===== config.mk =====
export PLATFORM = sky130hd
export DESIGN_NAME = bht_update_unit_flat
export DESIGN_NICKNAME = d
export VERILOG_FILES = /design/src/rtl/bht_update_unit_if.sv /design/src/rtl/bht_update_unit.sv /design/src/flat_wrapper.sv
export SDC_FILE = /design/constraint.sdc
export NUM_CORES = 1
export LEC_CHECK = 0
export ABC_AREA = 1
export BUFFER_PORTS_ARGS = -buffer_cell sky130_fd_sc_hd__buf_4
export CAP_MARGIN = 20
export CORE_MARGIN = 2
export CORE_UTILIZATION = 48
export DETAILED_ROUTE_END_ITERATION = 6
export PLACE_DENSITY = 0.69
export RECOVER_POWER = 50
export SETUP_SLACK_MARGIN = 0.5
export SLEW_MARGIN = 40
export SYNTH_ARGS = -nofsm -noshare
export SYNTH_HDL_FRONTEND = slang
export SYNTH_SLANG_ARGS = --single-unit

===== constraint.sdc =====
create_clock -name CLK -period 4 [get_ports CLK]
set_input_delay 0.8 -clock CLK [delete_from_list [all_inputs] [get_ports CLK]]
set_output_delay 0.8 -clock CLK [all_outputs]
set_load 0.01 [all_outputs]

===== src/rtl/bht_update_unit_if.sv =====
// EXE-side resolve inputs, PC-select outputs and BHT write-port handshake of bht_update_unit.
interface bht_update_unit_if #(
  parameter int unsigned PC_W = 10
);
  logic            exe_valid;
  logic [PC_W-1:0] exe_PC;
  logic [5:0]      exe_btype;
  logic            exe_is_jump;
  logic            exe_z;
  logic            exe_less;
  logic            exe_hit;
  logic [1:0]      exe_way;
  logic [1:0]      exe_counter;
  logic [PC_W-1:0] exe_target;
  logic [1:0]      exe_correction;
  logic [PC_W-1:0] exe_CNI;
  logic            flush;
  logic            stall;
  logic            upd_valid;
  logic            upd_ready;
  logic [5:0]      upd_index;
  logic [5:0]      upd_tag;
  logic [PC_W-1:0] upd_target;
  logic [1:0]      upd_counter;

  modport master (
    output exe_valid, exe_PC, exe_btype, exe_is_jump, exe_z, exe_less, exe_hit, exe_way,
           exe_counter, exe_target, upd_ready,
    input  exe_correction, exe_CNI, flush, stall, upd_valid, upd_index, upd_tag, upd_target,
           upd_counter
  );

  modport slave (
    input  exe_valid, exe_PC, exe_btype, exe_is_jump, exe_z, exe_less, exe_hit, exe_way,
           exe_counter, exe_target, upd_ready,
    output exe_correction, exe_CNI, flush, stall, upd_valid, upd_index, upd_tag, upd_target,
           upd_counter
  );
endinterface


===== src/rtl/bht_update_unit.sv =====
// BHT write side: resolves EXE branches, drives PC correction, queues counter/target updates.
// Optional BHT_UPD_STATS_EN adds saturating 32-bit event counters as output ports.
module bht_update_unit #(
  parameter int unsigned DEPTH = 4,
  parameter int unsigned PC_W  = 10
) (
  input  logic              CLK,
  input  logic              nrst,
`ifdef BHT_UPD_STATS_EN
  output logic [31:0]       stat_branches,
  output logic [31:0]       stat_mispredicts,
  output logic [31:0]       stat_stalls,
`endif
  bht_update_unit_if.slave  bus
);
  localparam int unsigned PtrW = (DEPTH > 1) ? $clog2(DEPTH) : 1;
  localparam int unsigned CntW = PtrW + 1;

  logic [PtrW-1:0] rd_ptr_q, rd_ptr_d;
  logic [PtrW-1:0] wr_ptr_q, wr_ptr_d;
  logic [CntW-1:0] count_q, count_d;

  logic [5:0]      idx_mem_q [DEPTH];
  logic [5:0]      tag_mem_q [DEPTH];
  logic [PC_W-1:0] tgt_mem_q [DEPTH];
  logic [1:0]      ctr_mem_q [DEPTH];

  logic            is_br;
  logic            taken;
  logic            pred;
  logic [5:0]      lookup_idx;
  logic [1:0]      base_ctr;
  logic [1:0]      new_ctr;
  logic [PtrW-1:0] fwd_ptr;
  logic            full;
  logic            enq;
  logic            deq;
  logic            stall;
  logic [1:0]      correction;

  assign lookup_idx = {bus.exe_PC[3:0], bus.exe_way};
  assign is_br      = (|bus.exe_btype) | bus.exe_is_jump;
  assign taken      = bus.exe_is_jump
                    | (bus.exe_btype[5] & bus.exe_z)
                    | (bus.exe_btype[4] & ~bus.exe_z)
                    | ((bus.exe_btype[3] | bus.exe_btype[1]) & bus.exe_less)
                    | ((bus.exe_btype[2] | bus.exe_btype[0]) & ~bus.exe_less);

  // Youngest queued update to the same entry overrides the stale counter read at lookup.
  always_comb begin
    base_ctr = bus.exe_counter;
    fwd_ptr  = '0;
    for (int unsigned i = 0; i < DEPTH; i++) begin
      fwd_ptr = rd_ptr_q + PtrW'(i);
      if ((CntW'(i) < count_q) && (idx_mem_q[fwd_ptr] == lookup_idx)) begin
        base_ctr = ctr_mem_q[fwd_ptr];
      end
    end
  end

  always_comb begin
    new_ctr = base_ctr;
    if (bus.exe_is_jump) begin
      new_ctr = 2'b11;
    end else if (taken) begin
      if (base_ctr != 2'b11) new_ctr = base_ctr + 2'd1;
    end else begin
      if (base_ctr != 2'b00) new_ctr = base_ctr - 2'd1;
    end
  end

  assign pred  = bus.exe_hit & base_ctr[1];
  assign full  = (count_q == CntW'(DEPTH));
  assign deq   = (count_q != '0) & bus.upd_ready;
  assign stall = full & ~deq;
  assign enq   = bus.exe_valid & bus.exe_hit & is_br & ~stall;

  always_comb begin
    correction = 2'b00;
    if (bus.exe_valid && !stall && is_br) begin
      if (pred && !taken)      correction = 2'b10;
      else if (!pred && taken) correction = 2'b11;
    end
  end

  assign bus.exe_correction = correction;
  assign bus.flush          = correction[1];
  assign bus.stall          = stall;
  assign bus.exe_CNI        = bus.exe_PC + PC_W'(1);

  assign bus.upd_valid   = (count_q != '0);
  assign bus.upd_index   = idx_mem_q[rd_ptr_q];
  assign bus.upd_tag     = tag_mem_q[rd_ptr_q];
  assign bus.upd_target  = tgt_mem_q[rd_ptr_q];
  assign bus.upd_counter = ctr_mem_q[rd_ptr_q];

  always_comb begin
    rd_ptr_d = rd_ptr_q;
    wr_ptr_d = wr_ptr_q;
    count_d  = count_q;
    if (enq) wr_ptr_d = wr_ptr_q + PtrW'(1);
    if (deq) rd_ptr_d = rd_ptr_q + PtrW'(1);
    unique case ({enq, deq})
      2'b10:   count_d = count_q + CntW'(1);
      2'b01:   count_d = count_q - CntW'(1);
      default: count_d = count_q;
    endcase
  end

  always_ff @(posedge CLK or negedge nrst) begin
    if (!nrst) begin
      rd_ptr_q <= '0;
      wr_ptr_q <= '0;
      count_q  <= '0;
    end else begin
      rd_ptr_q <= rd_ptr_d;
      wr_ptr_q <= wr_ptr_d;
      count_q  <= count_d;
    end
  end

  // Payload needs no reset: it is only observed while count_q marks it valid.
  always_ff @(posedge CLK) begin
    if (enq) begin
      idx_mem_q[wr_ptr_q] <= lookup_idx;
      tag_mem_q[wr_ptr_q] <= bus.exe_PC[9:4];
      tgt_mem_q[wr_ptr_q] <= bus.exe_target;
      ctr_mem_q[wr_ptr_q] <= new_ctr;
    end
  end

`ifdef BHT_UPD_STATS_EN
  always_ff @(posedge CLK or negedge nrst) begin
    if (!nrst) begin
      stat_branches    <= '0;
      stat_mispredicts <= '0;
      stat_stalls      <= '0;
    end else begin
      if (enq && stat_branches != '1)                stat_branches    <= stat_branches + 32'd1;
      if (correction[1] && stat_mispredicts != '1)   stat_mispredicts <= stat_mispredicts + 32'd1;
      if (stall && stat_stalls != '1)                stat_stalls      <= stat_stalls + 32'd1;
    end
  end
`endif
endmodule


===== src/flat_wrapper.sv =====
// flat-port wrapper written by rule: the top's interface ports become plain ports
module bht_update_unit_flat 
#(
  parameter int unsigned DEPTH = 4,
  parameter int unsigned PC_W  = 10
)
  (CLK, nrst, bus_exe_valid, bus_exe_PC, bus_exe_btype, bus_exe_is_jump, bus_exe_z, bus_exe_less, bus_exe_hit, bus_exe_way, bus_exe_counter, bus_exe_target, bus_upd_ready, bus_exe_correction, bus_exe_CNI, bus_flush, bus_stall, bus_upd_valid, bus_upd_index, bus_upd_tag, bus_upd_target, bus_upd_counter);
  bht_update_unit_if #(.PC_W(PC_W)) bus_i ();
  input  logic CLK;
  input  logic nrst;
  input wire logic [$bits(bus_i.exe_valid)-1:0] bus_exe_valid;
  input wire logic [$bits(bus_i.exe_PC)-1:0] bus_exe_PC;
  input wire logic [$bits(bus_i.exe_btype)-1:0] bus_exe_btype;
  input wire logic [$bits(bus_i.exe_is_jump)-1:0] bus_exe_is_jump;
  input wire logic [$bits(bus_i.exe_z)-1:0] bus_exe_z;
  input wire logic [$bits(bus_i.exe_less)-1:0] bus_exe_less;
  input wire logic [$bits(bus_i.exe_hit)-1:0] bus_exe_hit;
  input wire logic [$bits(bus_i.exe_way)-1:0] bus_exe_way;
  input wire logic [$bits(bus_i.exe_counter)-1:0] bus_exe_counter;
  input wire logic [$bits(bus_i.exe_target)-1:0] bus_exe_target;
  input wire logic [$bits(bus_i.upd_ready)-1:0] bus_upd_ready;
  output wire logic [$bits(bus_i.exe_correction)-1:0] bus_exe_correction;
  output wire logic [$bits(bus_i.exe_CNI)-1:0] bus_exe_CNI;
  output wire logic [$bits(bus_i.flush)-1:0] bus_flush;
  output wire logic [$bits(bus_i.stall)-1:0] bus_stall;
  output wire logic [$bits(bus_i.upd_valid)-1:0] bus_upd_valid;
  output wire logic [$bits(bus_i.upd_index)-1:0] bus_upd_index;
  output wire logic [$bits(bus_i.upd_tag)-1:0] bus_upd_tag;
  output wire logic [$bits(bus_i.upd_target)-1:0] bus_upd_target;
  output wire logic [$bits(bus_i.upd_counter)-1:0] bus_upd_counter;
  assign bus_i.exe_valid = bus_exe_valid;
  assign bus_i.exe_PC = bus_exe_PC;
  assign bus_i.exe_btype = bus_exe_btype;
  assign bus_i.exe_is_jump = bus_exe_is_jump;
  assign bus_i.exe_z = bus_exe_z;
  assign bus_i.exe_less = bus_exe_less;
  assign bus_i.exe_hit = bus_exe_hit;
  assign bus_i.exe_way = bus_exe_way;
  assign bus_i.exe_counter = bus_exe_counter;
  assign bus_i.exe_target = bus_exe_target;
  assign bus_i.upd_ready = bus_upd_ready;
  assign bus_exe_correction = bus_i.exe_correction;
  assign bus_exe_CNI = bus_i.exe_CNI;
  assign bus_flush = bus_i.flush;
  assign bus_stall = bus_i.stall;
  assign bus_upd_valid = bus_i.upd_valid;
  assign bus_upd_index = bus_i.upd_index;
  assign bus_upd_tag = bus_i.upd_tag;
  assign bus_upd_target = bus_i.upd_target;
  assign bus_upd_counter = bus_i.upd_counter;
  bht_update_unit #(.DEPTH(DEPTH), .PC_W(PC_W)) u_core (.CLK(CLK), .nrst(nrst), .bus(bus_i));
endmodule

==> summary.txt <==
Logic synthesis
  – Synthesized Nets: 664
  – EDFF count, synth: 96
  – Syn_area_per_cell: 9.04 µm²
  – YS warnings: 0
  – Synth top area share: 51.8%
  – Yosys cell types: 33
  – Netlist Area Pre-Place: 5570 µm²
  – Largest cells by area after synthesis: edfxtp_1 52%, nand2_1 12%, nand3_1 9.8%
  – Cell taking the most area after synthesis: edfxtp_1
  – Number of synthesized register bits: 103
  – Ys flop type: edfxtp_1
  – FFs w/ async S/R, synth: 6.80%
  – Sequential share of the synthesized area: 54.9%
  – Gate Count Post-Synth: 616

Place
  – Placed cells: 822
  – Post-Place Cell Area: 6300 µm²
  – Post-place setup slack: 0.452 ns
  – Buffers on Ports: 76
  – Detail Placement HPWL: 9.22 mm
  – Final Wtd Congestion: 0.891

Clock tree
  – CTS tree: built
  – Max clock buf depth: 2
  – H-tree depth: 3
  – Post-CTS Hold Fix Bufs: 0
  – Sink Count: 103
  – Num CTS Buffers: 9
  – CTS clk-pin slew, worst paths: 0.08 ns
  – Clock Latency Late Sink: 0.35 ns
  – CTS root buf: clkbuf_16

Detailed routing
  – WL final: 15.8 mm
  – DR vias: 4,927
  – DR vias/cell: 5.52
  – Met2 WL: 7.59 mm
  – Max Used Layer: met4
  – WL/cell: 17.7 µm
  – Wl on met1: 6.57 mm
  – Post-DRT Antenna Nets: 0
  – DRC viols: 0
  – 1st-pass router iterations: 5
  – Iteration-0 DRC Markers: 369
  – DR WL met3: 1.14 mm

Layout
  – Multi-input logic area: 2390 µm²
  – Post-route cell area: 7310 µm²
  – Commonest non-fill, non-tap cells in the layout: 149 x nand2_1, 97 x nand3_1, 96 x edfxtp_1
  – Fill cells: 925
  – Fin nets: 792
  – Diode count: 0
  – Layout area overhead: 31.4%
  – Register area: 3060 µm²
  – Most common cell after layout, fill and taps aside: nand2_1
  – Share of cells above drive strength 1: 27.2%
  – Final std cells w/o fill: 892

Timing
  – FMAX: 0.269 GHz
  – Fin crit period: 3.71 ns
  – Final hold viol count: 0
  – Fin crit share: 92.8%
  – Worst Max-Slew Pin Slew: 0.818 ns
  – Final worst slack: 0.287 ns
  – Hold Slack: 0.356 ns
  – Final setup vio count: 0
  – Clock Skews: 0.00780 ns
  – Slew HR: 45.3%
  – Count of pins over their slew limit: 0
  – RSZ-0062 raised after global routing: true
  – Setup TNS: 0 ns

Global route
  – Vias in the first global route: 4,570
  – Largest net degree at the start of global routing: 24
  – GRT Total Usage: 23.8%
  – First-pass GRT wire length: 23.3 mm
  – Initial antenna violation count: 0
  – Total grt overflow: 0

Setup path
  – Critical Path Start: u_core.rd_ptr_q[0]
  – Critical Path RT: 4.09 ns
  – R2R Path Start: u_core.rd_ptr_q[0]
  – Worst Path Max Fanout: 6
  – WS Path Type: reg2reg
  – Arrival time at the worst endpoint: 3.80 ns
  – CP Capture Type: register
  – Crit path launch type: register

Floorplan
  – Std cell rows: 39
  – Starting density of the core: 49.0%
  – Die height: 112 µm
  – Core area: 11,400 µm²
  – Die Wd: 112 µm
  – I/O pins: 77
  – Die ar.: 12,500 µm²

Hold path
  – Worst Hold Class: in2async

Power and ir drop
  – Leak: 0.00317 µW
  – Pwr Density: 771 nW/µm²
  – Worst VDD drop: 0.437 mV

Run
  – Max Cap Viol: 0

Run status
  – Outcome: complete, no violations
==> sequential cells by signal, indices dropped and copies added, names as in the netlist <==
register,flops
u_core.wr_ptr_q,2
u_core.count_q,3
u_core.idx_mem_q,24
u_core.tgt_mem_q,40
u_core.tag_mem_q,24
u_core.rd_ptr_q,2
u_core.ctr_mem_q,8
==> logic make-up (layout without fill, tap and decap cells) <==
kind of cell,after synthesis,count (layout),synth area share (%)
compound gates,48,48,5.24
fa+ha+maj,10,10,2.25
flops,103,103,54.9
simple gates,351,352,27.5
xor+xnor,15,15,2.36
mux,4,4,0.719
buf+inv,85,217,7.04
==> synthesized netlist by cell type, drive strengths merged, types with 6 or more instances <==
cell,n
ha,10
o21ai,23
dfrtp,7
nand3,111
inv,60
xor2,11
nand2,191
clkbuf,8
edfxtp,96
nor2,40
a22oi,16
a21oi,6
buf,16
==> final timing paths <==
kind	to	slack (ns)	cells after the start
max	u_core.ctr_mem_q[0][1]	0.29	26
min	u_core.wr_ptr_q[1]	0.36	1
max reg2reg	u_core.ctr_mem_q[0][1]	0.29	26
min reg2reg	u_core.count_q[0]	0.56	1
max in group asynchronous	u_core.rd_ptr_q[0]	3.31	1
min in group CLK	u_core.count_q[0]	0.56	1
==> per-stage QoR <==
step                      total power, µW  util [%]
after detailed placement             3790      55.5
after global routing                 5980      64.3
after CTS                            5190      62.0
after global placement               3750      55.5
final                                5640      64.3
after floorplan                      3060         -
==> report_power, final <==
group | internal, µW | leakage, µW | switching (µW) | total, µW
registers | 1330 | 0.000948 | 73.4 | 1400
clock network | 500 | 0.000151 | 423 | 922
logic | 1350 | 0.00207 | 1970 | 3310
total | 3170 | 0.00317 | 2460 | 5640
==> routing by layer <==
layer / global-route usage [%] / vias to the layer above
met3: 4.35 / 53
met4: 8.31 / 0
met1: 31.4 / 2327
met5: 0 / -
met2: 39.8 / 208
li1: - / 2339
==> critical path: stages (launching register included) <==
cell and delay, ns:
dfrtp_2 0.41, buf_6 0.12, buf_12 0.16, clkinv_16 0.09, nand2_2 0.08, nand3_2 0.06, nand2_2 0.10, xor2_2 0.18
nand3b_1 0.16, buf_4 0.17, buf_4 0.12, buf_4 0.12, buf_4 0.12, buf_4 0.12, buf_4 0.12, buf_4 0.12
buf_4 0.12, buf_4 0.12, buf_4 0.12, buf_4 0.13, buf_4 0.13, nor3_2 0.14, nor2_1 0.10, nand2_1 0.08
nand2_1 0.05, nand2_1 0.08, nand3_2 0.10
==> what timing repair did <==
item                                    in CTS  in global routing
pin swaps                                    9                 28
gates resized for setup                     32                 68
cloned                                       3                  3
endpoints found under the setup margin       3                 11
buffers inserted                            36                 12
==> area by class of cell <==
cell class	count	area share [%]
repair buffers	136	14.5
clock buffers	9	3.08
multi-input cells	429	32.8
well taps	143	2.45
flip-flops and latches	103	41.8
repair inverters	4	0.616
inverters	61	3.49
clock inverters	7	1.25
Power figures use the tool's default switching activity.
